$ cat src/rtl/uc_multiciclo.sv
// Multicycle control unit for the microc datapath: sequences each instruction through
// DECODE and EXEC, with start/halt, single-step and a saturating retired-instruction counter.
module uc_multiciclo #(
    parameter int unsigned CW = 16
) (
    input  logic          clk,
    input  logic          reset,
    input  logic          start,
    input  logic          step_mode,
    input  logic          step,
    input  logic [5:0]    Opcode,
    input  logic          z,
    output logic          s_inc,
    output logic          s_inm,
    output logic          we3,
    output logic          wez,
    output logic [2:0]    Op,
    output logic          pc_en,
    output logic          busy,
    output logic          halted,
    output logic [CW-1:0] instr_count
);

    typedef enum logic [2:0] {
        StIdle,
        StDecode,
        StExec,
        StWaitStep,
        StHalt
    } state_e;

    state_e          state_q, state_d;
    logic [5:0]      ir_op_q, ir_op_d;
    logic            z_q, z_d;
    logic [CW-1:0]   cnt_q, cnt_d;
    logic            is_halt;

    assign is_halt     = (ir_op_q[3:0] == 4'hF);
    assign instr_count = cnt_q;

    always_comb begin
        state_d = state_q;
        ir_op_d = ir_op_q;
        z_d     = z_q;
        cnt_d   = cnt_q;
        unique case (state_q)
            StIdle: begin
                if (start) state_d = StDecode;
            end
            StDecode: begin
                ir_op_d = Opcode;
                z_d     = z;
                state_d = StExec;
            end
            StExec: begin
                if (is_halt) begin
                    state_d = StHalt;
                end else begin
                    if (cnt_q != '1) cnt_d = cnt_q + 1'b1;
                    state_d = step_mode ? StWaitStep : StDecode;
                end
            end
            StWaitStep: begin
                if (step) state_d = StDecode;
            end
            StHalt: begin
                state_d = StHalt;
            end
            default: begin
                state_d = StIdle;
            end
        endcase
    end

    // Control outputs are only non-default in EXEC, so an async reset clears them at once.
    always_comb begin
        s_inc  = 1'b1;
        s_inm  = 1'b0;
        we3    = 1'b0;
        wez    = 1'b0;
        Op     = 3'b000;
        pc_en  = 1'b0;
        busy   = (state_q == StDecode) || (state_q == StExec) || (state_q == StWaitStep);
        halted = (state_q == StHalt);
        if (state_q == StExec) begin
            pc_en = 1'b1;
            if (!ir_op_q[3]) begin
                Op  = ir_op_q[2:0];
                we3 = 1'b1;
                wez = 1'b1;
            end else begin
                case (ir_op_q[2:0])
                    3'b000: begin
                        s_inm = 1'b1;
                        we3   = 1'b1;
                    end
                    3'b001:  s_inc = 1'b0;
                    3'b010:  s_inc = ~z_q;
                    3'b011:  s_inc = z_q;
                    3'b111:  pc_en = 1'b0;
                    default: ;
                endcase
            end
        end
    end

    always_ff @(posedge clk or posedge reset) begin
        if (reset) begin
            state_q <= StIdle;
            ir_op_q <= 6'b000000;
            z_q     <= 1'b0;
            cnt_q   <= '0;
        end else begin
            state_q <= state_d;
            ir_op_q <= ir_op_d;
            z_q     <= z_d;
            cnt_q   <= cnt_d;
        end
    end

endmodule

$ cat config.mk
export PLATFORM = sky130hd
export DESIGN_NAME = uc_multiciclo
export DESIGN_NICKNAME = d
export VERILOG_FILES = /design/src/rtl/uc_multiciclo.sv
export SDC_FILE = /design/constraint.sdc
export NUM_CORES = 1
export LEC_CHECK = 0
export ABC_CLOCK_PERIOD_IN_PS = 1500
export CORE_ASPECT_RATIO = 0.9
export CORE_MARGIN = 4
export CORE_UTILIZATION = 41
export DETAILED_ROUTE_END_ITERATION = 12
export PLACE_DENSITY = 0.74
export SLEW_MARGIN = 10
export SYNTH_ARGS = -nofsm -noshare
export SYNTH_HDL_FRONTEND = slang
export SYNTH_SLANG_ARGS = --single-unit
export TNS_END_PERCENT = 1
$ cat constraint.sdc
create_clock -name clk -period 1.5 [get_ports clk]
set_input_delay 0.3 -clock clk [delete_from_list [all_inputs] [get_ports clk]]
set_output_delay 0.3 -clock clk [all_outputs]
set_load 0.05 [all_outputs]
**Yosys cells after proc, flatten, opt, wreduce, memory -nomap -nowiden**

Index checks and enable logic that the tools add are counted.

- Flip-flop bits (word level): 24
- Bits of input ports: 12
- Output and inout bits: 26

- $add $sub $neg: 1
- Eq/ne operators: 12
- Mux-type cells: 20
- Bitwise operators: 2
- Reductions and logical operators: 6

Operators by type and width:

| operator | number |
|---|---|
| $add A16 B1 Y16 const B | 1 |
| $ne A16 B16 Y1 const B | 1 |
| $mux W3 | 5 |
| $pmux W3 S5 | 1 |
| $eq A3 B2 Y1 const B | 4 |
| $mux W1 | 12 |
| $eq A3 B1 Y1 const B | 2 |
| $eq A3 B3 Y1 const B | 2 |
| $logic_not A3 Y1 | 2 |
| $eq A4 B4 Y1 const B | 1 |
| $ne A2 B2 Y1 const B | 2 |
| $pmux W1 S3 | 1 |
| $reduce_and A3 Y1 | 1 |
| $logic_or A1 B1 Y1 | 2 |
| $mux W2 | 1 |
| $not A1 Y1 | 2 |
| $reduce_and A2 Y1 | 1 |

**Logic depth before layout (Yosys ltp)**

Gate-level depths: netlist of run 1.

- Depth after elaboration: 4
- Gate-level depth with buffers: 6

**Worst setup path before layout of run 1**

Ideal clock, no wire load.

- Kind: register -> output
- From: register state_q[2]
- To: output port Op[0]
- Arrival time: 2.134 ns
- Required time: 1.200 ns
- Slack: -0.934 ns
- Cell stages (with the launch flop): 5
- Buffers on the path: 1
- Cell sequence: dfrtp_1 buf_4 or3_1 nor2_1 and2_1

- Cells in the longest elaborated chain, start to end: 2

Ends and longest elaborated chain:

| item | line | RTL |
|---|---|---|
| from (decl) | 32 | `state_e state_q, state_d;` |
| from (signal assigned) | 109 | `state_q <= StIdle;` |
| from (signal assigned) | 114 | `state_q <= state_d;` |
| $eq A3 B2 Y1 | 85 | `if (state_q == StExec) begin` |
| $mux W3 | 85 |  |
| to (decl) | 17 | `output logic [2:0] Op,` |

Every way passes these cells.

**Final worst setup path of run 1**

- From: register state_q[2]
- To: output port Op[1]

Same word-level chain as after synthesis.

==> impl_metrics.toml, run 1 <==
[status]
violations = "setup timing"
outcome = "finished, violations left"

[synth]
yosys.area.top_type = "dfrtp_1"
synthArstFlopShare_pct = 100
synth.area.top_cells = "dfrtp_1, xor2_1, mux2_2, nor3_1, nand4_1"
synth_edf_count = 0
ys_seq_area_share_pct = 48.2
syn-cell-area_sq_um = 1250
ys.flop_type = "dfrtp_1"
synth_cell_types = 28
synth_nets = 132
yosys.cell_count.top_type = "dfrtp_1"
synth.avg_cell_area_sq_um = 10.5
synth_common_cells = "dfrtp_1, xor2_1, nor3_1"
yosys_warnings = 0
synth_seq_cells = 24
yosysTopAreaCellShare_pct = 48.2
syn_inst = 119

[pwr]
vdd_ir_drop_max_mv = 1.41
power_leakage_uw = 0.00109
power_density_nw_per_um2 = 1810

[clock_network]
cts_hold_buf = 0
insertion_delay_ps = 330
cts_made_buffers = 3
cts_buffer_depth = 2
cts_sinks = 24
path_clk_slew_ps = 140
htree_num_levels = 1
cts-root-buf = "clkbuf_4"
cts_tree = "yes"

[sta]
setup_violations = 25
max_freq_mhz = 517
fin_crit_sh_pct = 129
slew_viol_final = 0
setup_ws_ps = -434
hold_viol_final = 0
clock_skew_ps = 14.1
fin_crit_ps = 1930
relSlewSlack_pct = 77.4
worstMarginPinSlew_ps = 338
grt_setup_unrepaired = "true"

[critical_path]
end_kind = "output port"
crit_path_top_delay_cell = "dfrtp_2"
r2r-end = "instr_count[15]$_DFFE_PP0P_"
crit_path_start = "state_q[2]$_DFFE_PP0P_"
path_cells = "or3_4 > nor2_4 > and2_4 > buf_12"
crit_fanout = 4
crit_path_start_kind = "flop"
r2r_cells = 7
max_stage_delay_ps = 470
worst-r2r-setup-slack_ps = -240
path_class = "reg -> out"
worstReg2RegStart = "state_q[2]$_DFFE_PP0P_"
cp.arrival_ps = 1630
required_ps = 1200

[final_layout]
fillers = 147
multiInputGateArea_sq_um = 756
final_util_pct = 83.9
seqCellArea_sq_um = 608
antenna_cells_inserted = 0
drive_above_1_share_pct = 57.0
nNetsFinal = 207
area_delta_synth_final_pct = 91.0

[routing]
drc = 0
drtPass1Iterations = 4
drtAntennaViolNets = 0
avgRoutedWirePerCell_microns = 17.6
drt-total-wl_microns = 4100
viasPerCell = 5.34
vias = 1245
drt_iter0_drc = 42

[grt]
grt_pass1_vias = 1257
grt.total_usage_pct = 20.6
overflow = 0
grt_antenna_before_repair = 0
grt_max_degree = 25
grt_pass1_wl_microns = 6230

[floorplan]
fp.dieW_microns = 66.1
initial_core_util_pct = 43.9
core_area_sq_um = 2840
ios = 38
rows = 18
die_h_microns = 60.3
die_area_sq_um = 3990

[hold_path]
hold_path_class = "in -> async"

[placement]
port_buffers = 35
gp_congestion = 0.882
place_ws_ps = -93.9
dp_hpwl_microns = 2780

[flow_run]
maxCapViolCount = 0
[cell type report]
| cell class | instances | area share (%) |
|---|---|---|
| Clock buffer | 3 | 0.946 |
| Sequential cell | 24 | 25.6 |
| Timing Repair Buffer | 73 | 37.7 |
| Tap cell | 40 | 2.10 |
| Clock inverter | 1 | 1.26 |
| Inverter | 4 | 0.631 |
| Multi-Input combinational cell | 88 | 31.8 |
[metrics by stage]
stage	cells	hold WS (ps)	cell area [sq um]	TNS [ps]	power, uW
CTS	232	302	2310	-3890	4170
global route	233	326	2380	-7150	4470
floorplan	119	314	1290	-5290	2260
finish	233	292	2380	-5180	4300
detailed placement	227	513	2190	-525	3590
global placement	227	497	2190	-339	3490
[per-layer routing]
| metal | GRT usage, % | share of wire [%] |
|---|---|---|
| met4 | 5.22 | 2.5 |
| met1 | 22.8 | 36 |
| met2 | 38.9 | 55 |
| met5 | 0 | 0 |
| met3 | 5.83 | 5.8 |
[kinds of logic (layout without fill, tap and decap cells)]
logic type	Yosys count	after routing	share of synthesized area [%]
xor gates and xnor gates	16	16	11.2
adders and majority gates	1	1	1.00
DFF	24	24	48.2
muxes	6	6	5.42
and+or+nand+nor	60	60	29.5
AOI/OAI and AO/OA	5	5	2.01
buffers and inverters	7	81	2.61
[worst max-delay path by stage]
stage / to / slack (ps) / cells after the start
after floorplan: Op[0] / -300 / 4
after global routing: Op[2] / -490 / 4
after CTS: Op[2] / -440 / 4
final: Op[1] / -430 / 4
after detailed placement: Op[2] / -90 / 5
after global placement: Op[2] / -70 / 5
[cell usage in the layout, fill, tap and decap left out, types with 3 or more instances in the layout]
cell type | Yosys | final
a21oi_1 | 4 | 3
and2_4 | 0 | 4
and3_1 | 3 | 3
buf_12 | 0 | 25
buf_4 | 1 | 35
buf_6 | 0 | 4
clkbuf_4 | 0 | 3
clkdlybuf4s50_1 | 0 | 9
dfrtp_1 | 24 | 18
dfrtp_2 | 0 | 6
mux2_2 | 6 | 6
nand2_1 | 6 | 6
nand3_1 | 7 | 7
nand4_1 | 6 | 6
nor3_2 | 0 | 4
nor3_4 | 0 | 3
nor4_2 | 1 | 3
xor2_1 | 14 | 14
[power by group]
| part | total [uW] | switching, uW | internal, uW | leakage, uW |
|---|---|---|---|---|
| registers | 1020 | 185 | 836 | 0.000302 |
| logic | 2800 | 1440 | 1360 | 0.000757 |
| clock network | 480 | 209 | 271 | 0.0000279 |
[worst max-delay path: cells and delay by family (launching register included)]
kind                   cells  cell delay, ps
and+or+nand+nor            3             720
DFF                        1             470
buffers and inverters      1             130
[what timing repair did]
action	CTS	global route
resized for setup	13	15
buffers inserted	1	1
pin swaps	6	8
endpoints found under the setup margin	22	25
[flip-flops by register name, summed over array words and instances, names as in the netlist]
| signal | cells |
|---|---|
| instr_count | 16 |
| ir_op_q | 4 |
| state_q | 3 |
| z_q | 1 |
No activity file was read; power rests on OpenSTA's default activity.
==> run 2: changes to the inputs <==
--- a/config.mk
+++ b/config.mk
@@ -6,7 +6,6 @@
 export NUM_CORES = 1
 export LEC_CHECK = 0
 export ABC_CLOCK_PERIOD_IN_PS = 1500
-export CORE_ASPECT_RATIO = 0.9
 export CORE_MARGIN = 4
 export CORE_UTILIZATION = 41
 export DETAILED_ROUTE_END_ITERATION = 12
==> run 2 against run 1 <==
Net effect: the run still ends with setup timing left; die area barely moved; clock power decreased by 37%; non-clock buffer count is the same; sequential power fell by 4%; via count decreased by 2.2%; critical endpoint is now Op[0].
==> impl_metrics.toml, run 2 (same netlist as run 1, synthesis figures left out) <==
[sta]
clock_skew_ps = 7.13
slew_viol_final = 0
max_freq_mhz = 524
tns_ps = -3730
grt_setup_unrepaired = "true"
fin_crit_sh_pct = 127
setup_ws_ps = -409
worstMarginPinSlew_ps = 369
setup_violations = 16
hold_viol_final = 0
relSlewSlack_pct = 75.3
fin_crit_ps = 1910

[final_layout]
area_delta_synth_final_pct = 85.3
final_cell_mix = "buf_4, buf_12, dfrtp_1, xor2_1, clkdlybuf4s50_1"
seqCellArea_sq_um = 606
mostFrequentLayoutCell = "buf_4"
nNetsFinal = 207
antenna_cells_inserted = 0
drive_above_1_share_pct = 56.0
largest_reg_flops = 16
multiInputGateArea_sq_um = 737
fillers = 138
instances_no_fill = 224
postLayoutCellArea_sq_um = 2310

[clock_network]
cts_sinks = 24
cts-root-buf = "clkbuf_4"
cts_made_buffers = 3
cts_hold_buf = 0
htree_num_levels = 1
path_clk_slew_ps = 140
insertion_delay_ps = 320
cts_buffer_depth = 2
cts_tree = "yes"

[hold_path]
hold_path_class = "in -> async"

[placement]
place_area_sq_um = 2180
place_inst = 218
place_ws_ps = -94.6
port_buffers = 35
dp_hpwl_microns = 2690
gp_congestion = 0.816

[routing]
drt-total-wl_microns = 3520
viasPerCell = 5.43
avgRoutedWirePerCell_microns = 15.7
vias = 1217
drc = 0
drt_iter0_drc = 29
drtPass1Iterations = 4
drtAntennaViolNets = 0

[floorplan]
rows = 19
initial_core_util_pct = 44.1
ios = 38
die_h_microns = 63.1
core_area_sq_um = 2830
fp.dieW_microns = 63.1
die_area_sq_um = 3990

[critical_path]
crit_path_start_kind = "flop"
cp.arrival_ps = 1610
r2r_cells = 5
worst-r2r-setup-slack_ps = -140
worstReg2RegStart = "state_q[0]$_DFFE_PP0P_"
r2r-end = "instr_count[15]$_DFFE_PP0P_"
required_ps = 1200
path_class = "reg -> out"
end_kind = "output port"
crit_fanout = 4

[pwr]
power_leakage_uw = 0.00104
pwr-share-clk_pct = 7.6
vdd_ir_drop_max_mv = 1.62
internal-power_uw = 2270
combPwrFrac_pct = 67.9
power_density_nw_per_um2 = 1720
p_switching_uw = 1710
power_frac_seq_pct = 24.5
sw_frac_of_total_pct = 43.0

[grt]
grt_pass1_wl_microns = 5690
grt.total_usage_pct = 17.8
grt_max_degree = 25
grt_pass1_vias = 1267
overflow = 0
grt_antenna_before_repair = 0

[flow_run]
maxCapViolCount = 0

[status]
outcome = "finished, violations left"
violations = "setup timing"
[run 2: metal layers]
metal / global-route usage [%] / part of all wire, %
met3: 5.15 / 6.9
met2: 32.0 / 52
met5: 0 / 0
met4: 6.06 / 1.6
met1: 19.8 / 39
[run 2: how the worst max path moves through the flow]
stage                                 startpoint                           to  slack, ps
after global placement    state_q[1]$_DFFE_PP0P_                        Op[1]        -60
final                     state_q[1]$_DFFE_PP0P_                        Op[0]       -410
after floorplan           state_q[1]$_DFFE_PP0P_                        Op[0]       -300
after detailed placement  state_q[2]$_DFFE_PP0P_  instr_count[15]$_DFFE_PP0P_        -90
after CTS                 state_q[1]$_DFFE_PP0P_                        Op[0]       -410
after global routing      state_q[0]$_DFFE_PP0P_                        Op[0]       -480
[run 2: layout make-up]
type | count | area share (%)
Tap cell | 31 | 1.68
Clock buffer | 4 | 1.14
Multi-Input combinational cell | 88 | 31.9
Timing Repair Buffer | 73 | 38.4
Sequential cell | 24 | 26.2
Inverter | 4 | 0.650
[run 2: per-stage QoR]
step | total power [uW] | util, % | hold slack [ps]
floorplan | 2260 | - | 314
global placement | 3480 | 76.9 | 495
detailed placement | 3560 | 76.9 | 511
CTS | 3940 | 79.7 | 319
global route | 4180 | 81.6 | 349
finish | 3980 | 81.6 | 311
[run 2: worst max-delay path, cell delays in order (launching register included)]
cell,delay [ps]
dfrtp_1,410
inv_2,50
or3_4,410
nor2_4,130
and2_4,170
buf_12,130
[run 2: power groups by stage]
stage	combinational (uW)	sequential (uW)	clock [uW]
after floorplan	922	1330	0
after global placement	2500	974	0
after detailed placement	2580	986	0
after CTS	2660	970	310
after global routing	2840	995	347
final	2700	976	303
[run 2: repair_timing]
action,in CTS,in global routing
resized for setup,11,10
pin swaps,6,4
buffers inserted,1,1
endpoints found under the setup margin,20,24
==> patch 1, RTL diff (flow settings as in run 1) <==
Set the parameter `CW` to 15 (it was 16).
--- a/src/rtl/uc_multiciclo.sv
+++ b/src/rtl/uc_multiciclo.sv
@@ -2,5 +2,5 @@
 // DECODE and EXEC, with start/halt, single-step and a saturating retired-instruction counter.
 module uc_multiciclo #(
-    parameter int unsigned CW = 16
+    parameter int unsigned CW = 15
 ) (
     input  logic          clk,
Interface: changed (resized instr_count); port bits go from 38 to 37. No check against the original RTL was run, so the function may have changed too.
==> patch 1 against run 1 <==
The flow still finishes with violations (negative setup slack). Routed wire length down 17%. Sequential cell count down 1. Synthesized cell count down 11%. Worst setup slack worse by 4.8 ps. Cell area down 6.2%. Worst hold slack better by 18 ps. Area after synthesis down 3.7%. Total power down 9.3%.
==> patch 1: results (changes against run 1) <==
synthMuxAreaShare_pct: 5.631  # +0.21 points
seq_area_frac_synth_pct: 47.97  # -0.23 points
gp_congestion: 0.7728  # -12%
grt_pass1_vias: 1196  # -4.9%
place_ws_ps: -131.7  # -37.86 ps
cts_buffers: 3  # unchanged
leakage_uw: 0.0009955  # -8.4%
synth-adder-area-share_pct: 1.043  # +0.039 points
whs_ps: 310.4  # +18.25 ps
synth_nets: 119  # -9.8%
r2r_end: "instr_count[3]"
synth_compound_area_share_pct: 3.650  # +1.6 points
yosys-top-cells-area: "dfrtp_1, xor2_1, mux2_2"
ys_types: 34  # +21%
grt_pass1_wl_microns: 5616  # -9.9%
vias_per_cell: 5.096  # -4.6%
r2r-start: "state_q[0]"
largest_reg_flops: 15  # -1
violations: "negative setup slack"
track_usage_pct: 18.91  # -1.7 points
synth_common_cells: "dfrtp_1, xor2_1, nand2_1"
portBuffers: 34  # -2.9%
drive_above_1_share_pct: 56.74  # -0.25 points
status: "finished with violations"
final_nets: 192  # -7.2%
worst_slack_ps: -439.3  # -4.836 ps
skew_ps: 4.708  # -9.434 ps
relSlewSlack_pct: 79.01  # +1.7 points
fin_tns_setup_ps: -4520  # +665.3 ps
synth-xor-area-share_pct: 10.22  # -1.0 points
finalWirelength_microns: 3425  # -17%
reg2reg_depth: 5  # -2
grt_max_degree: 24  # -4.0%
drt_iter0_drc: 30  # -29%
clock_latency_ps: 310  # -20 ps
r2r_slack_ps: -170  # +70 ps
ir_drop_mv: 1.599  # +13%
dp_hpwl_microns: 2571  # -7.4%
setup_viol: 24  # -4.0%
patch 1: final cells by class:
type | count | area, sq um
Multi-Input combinational cell | 79 | 710.7
Sequential cell | 23 | 581.8
Timing Repair Buffer | 69 | 852.1
Clock buffer | 4 | 26.28
Tap cell | 40 | 50.05
Fill cell | 171 | 538.0
Inverter | 3 | 11.26
patch 1: tightest hold or removal path: stages:
cell and delay, ps:
clkdlybuf4s50_1 400, inv_1 50, buf_4 280
patch 1: what timing repair did:
item,in CTS,in global routing
pin swaps,6,6
setup endpoints to repair,24,25
buffers inserted,1,1
gates resized for setup,11,6
hold endpoints to repair,0,0
patch 1: metrics by stage:
step | power (uW) | std cells | util, % | cell area (sq um)
floorplan | 2223 | 106 | - | 1245
detailed placement | 3523 | 212 | 76.29 | 2113
global route | 4095 | 218 | 80.58 | 2232
finish | 3902 | 218 | 80.58 | 2232
CTS | 3873 | 217 | 79.36 | 2198
global placement | 3436 | 212 | 76.29 | 2113
patch 1: power breakdown:
group | total (uW) | internal [uW] | switching [uW]
sequential | 1000 | 812 | 192
clock | 294 | 104 | 190
combinational | 2600 | 1310 | 1300
patch 1: cell families after synthesis:
group,after synthesis
AO/OA/AOI/OAI,7
adder cells (fa/ha/maj),1
AND/OR/NAND/NOR,51
flip-flops,23
buffers and inverters,4
XOR/XNOR,14
multiplexers,6
patch 1: layer usage:
metal	wire [microns]	track usage, %	up-vias
li1	-	-	525
met1	1379	23.39	559
met2	1908	34.55	25
met3	118	2.657	2
met4	19	5.621	0
met5	0	0	-
patch 1: worst max-delay path by stage:
stage,end,slack [ps],cells after the start
2_1_floorplan,Op[0],-300,3
5_1_grt,s_inm,-500,4
3_5_place_dp,instr_count[3],-130,5
3_3_place_gp,Op[2],-80,4
4_1_cts,s_inm,-450,4
6_report,Op[1],-440,4
==> patch 2, RTL diff (flow settings as in run 1) <==
Without the edit above. Encoding of `state_e`: now one-hot (5 bits for 5 states).
--- a/src/rtl/uc_multiciclo.sv
+++ b/src/rtl/uc_multiciclo.sv
@@ -22,10 +22,10 @@
 );
 
-    typedef enum logic [2:0] {
-        StIdle,
-        StDecode,
-        StExec,
-        StWaitStep,
-        StHalt
+    typedef enum logic [4:0] {
+        StIdle     = 5'b00001,
+        StDecode   = 5'b00010,
+        StExec     = 5'b00100,
+        StWaitStep = 5'b01000,
+        StHalt     = 5'b10000
     } state_e;
 
Formal check against the unedited RTL: same outputs for any inputs over 10 cycles, from zero or initial values and one cycle with reset high; not proved beyond that.
==> patch 2 against run 1 <==
The run still ends with negative setup slack left. Non-clock buffer count up 11. Total power down 29%. Sequential cell count up 2. Via count is 12% higher. Worst setup slack improved by 43 ps. Area after synthesis grew 15%. Routed wire length rose by 6.1%. Core utilization shrank 5.6 points. Cell area grew 11%. Critical path type unchanged. Largest power group unchanged. Highest routed layer unchanged.
==> patch 2: results (changes against run 1) <==
worst-endpoint-arrival_ps: 1590  # -40 ps
dp_hpwl_microns: 3231  # +16%
gp_congestion: 0.7705  # -13%
setup_viol: 32  # +28%
r2r-start: "state_q[1]"
track_usage_pct: 19.41  # -1.2 points
drt_iter0_drc: 50  # +19%
ys_types: 39  # +39%
violations: "negative setup slack"
grt_pass1_wl_microns: 7010  # +13%
syn_inst: 132  # +11%
grt_pass1_vias: 1503  # +20%
ir_drop_mv: 1.016  # -28%
skew_ps: 1.550  # -12.59 ps
worst_slack_ps: -391.2  # +43.27 ps
clk_pin_slew_ps: 90  # -50 ps
clock_latency_ps: 270  # -60 ps
status: "finished with violations"
yosys-top-cells-area: "dfrtp_1, xor2_1, mux2_2"
crit_family: "flip-flops"
synth_nets: 145  # +9.8%
r2r_slack_ps: -310  # -70 ps
seq_area_frac_synth_pct: 45.34  # -2.8 points
vias_per_cell: 5.384  # +0.76%
leakage_uw: 0.001201  # +10%
synth_common_cells: "dfrtp_1, xor2_1, nand2_1"
[patch 2: cell types whose count changed after synthesis, moves of 3 or more]
cell	delta
a21oi_1	-3
nand3_1	-5
nor4_4	+3
o21ai_0	+3
xor2_1	+3
[patch 2: worst register-to-register path, cell delays in order (launching register included)]
cell and delay (ps):
dfrtp_1 420, nor3_4 190, buf_4 150, nand4b_4 170, buf_4 200, nor3_1 220
mux2_2 360
[patch 2: how the worst max path moves through the flow]
stage,to,cells past startpoint
after global routing,Op[0],6
after CTS,Op[1],6
after detailed placement,instr_count[7],7
after global placement,s_inm,5
final,busy,5
after floorplan,Op[0],4
[patch 2: per-layer routing]
metal,vias up,wire length [microns],global-route usage (%)
li1,642,-,-
met1,686,1636,21.51
met2,49,2387,36.10
met3,12,221,4.403
met4,0,106,6.699
met5,-,0,0
[patch 2: per-stage QoR]
stage	util [%]	hold slack [ps]	TNS (ps)	instance area, sq um	setup WS (ps)
3_3_place_gp	72.07	497.5	-2467	2435	-152.7
2_1_floorplan	-	339.1	-7474	1479	-420.2
3_5_place_dp	72.07	524.6	-4338	2435	-214.6
5_1_grt	78.30	406.8	-9290	2645	-466.0
4_1_cts	75.56	373.5	-6758	2552	-405.3
6_report	78.30	379.9	-5982	2645	-391.2
[patch 2: final cells by class]
class	count	area, sq um
repair buffers	84	980.9
multi-input cells	98	874.6
fillers	214	733.2
flip-flops and latches	26	655.6
well taps	44	55.05
clock buffers	3	41.29
clock inverters	1	30.03
inverters	2	7.507
[patch 2: kinds of logic after synthesis]
logic type               count (synthesis)  synth area share (%)
buffers and inverters                    8                 2.959
XOR/XNOR                                18                 10.97
adder cells (fa/ha/maj)                  1                0.8702
multiplexers                             7                 5.483
AND/OR/NAND/NOR                         62                 30.03
flip-flops                              26                 45.34
AO/OA/AOI/OAI                           10                 4.352
[patch 2: power breakdown]
part           leakage (uW)  switching [uW]  internal (uW)  total, uW
sequential         0.000342             135            856        991
combinational      0.000823             715            773       1490
clock             0.0000357             215            357        572
total               0.00120            1070           1990       3050
[patch 2: what timing repair did]
item / 4_1_cts / 5_1_grt
setup endpoints to repair: 33 / 34
resized for setup: 12 / 15
hold buffers: 0 / 0
buffers inserted: 1 / 3
pin swaps: 10 / 8
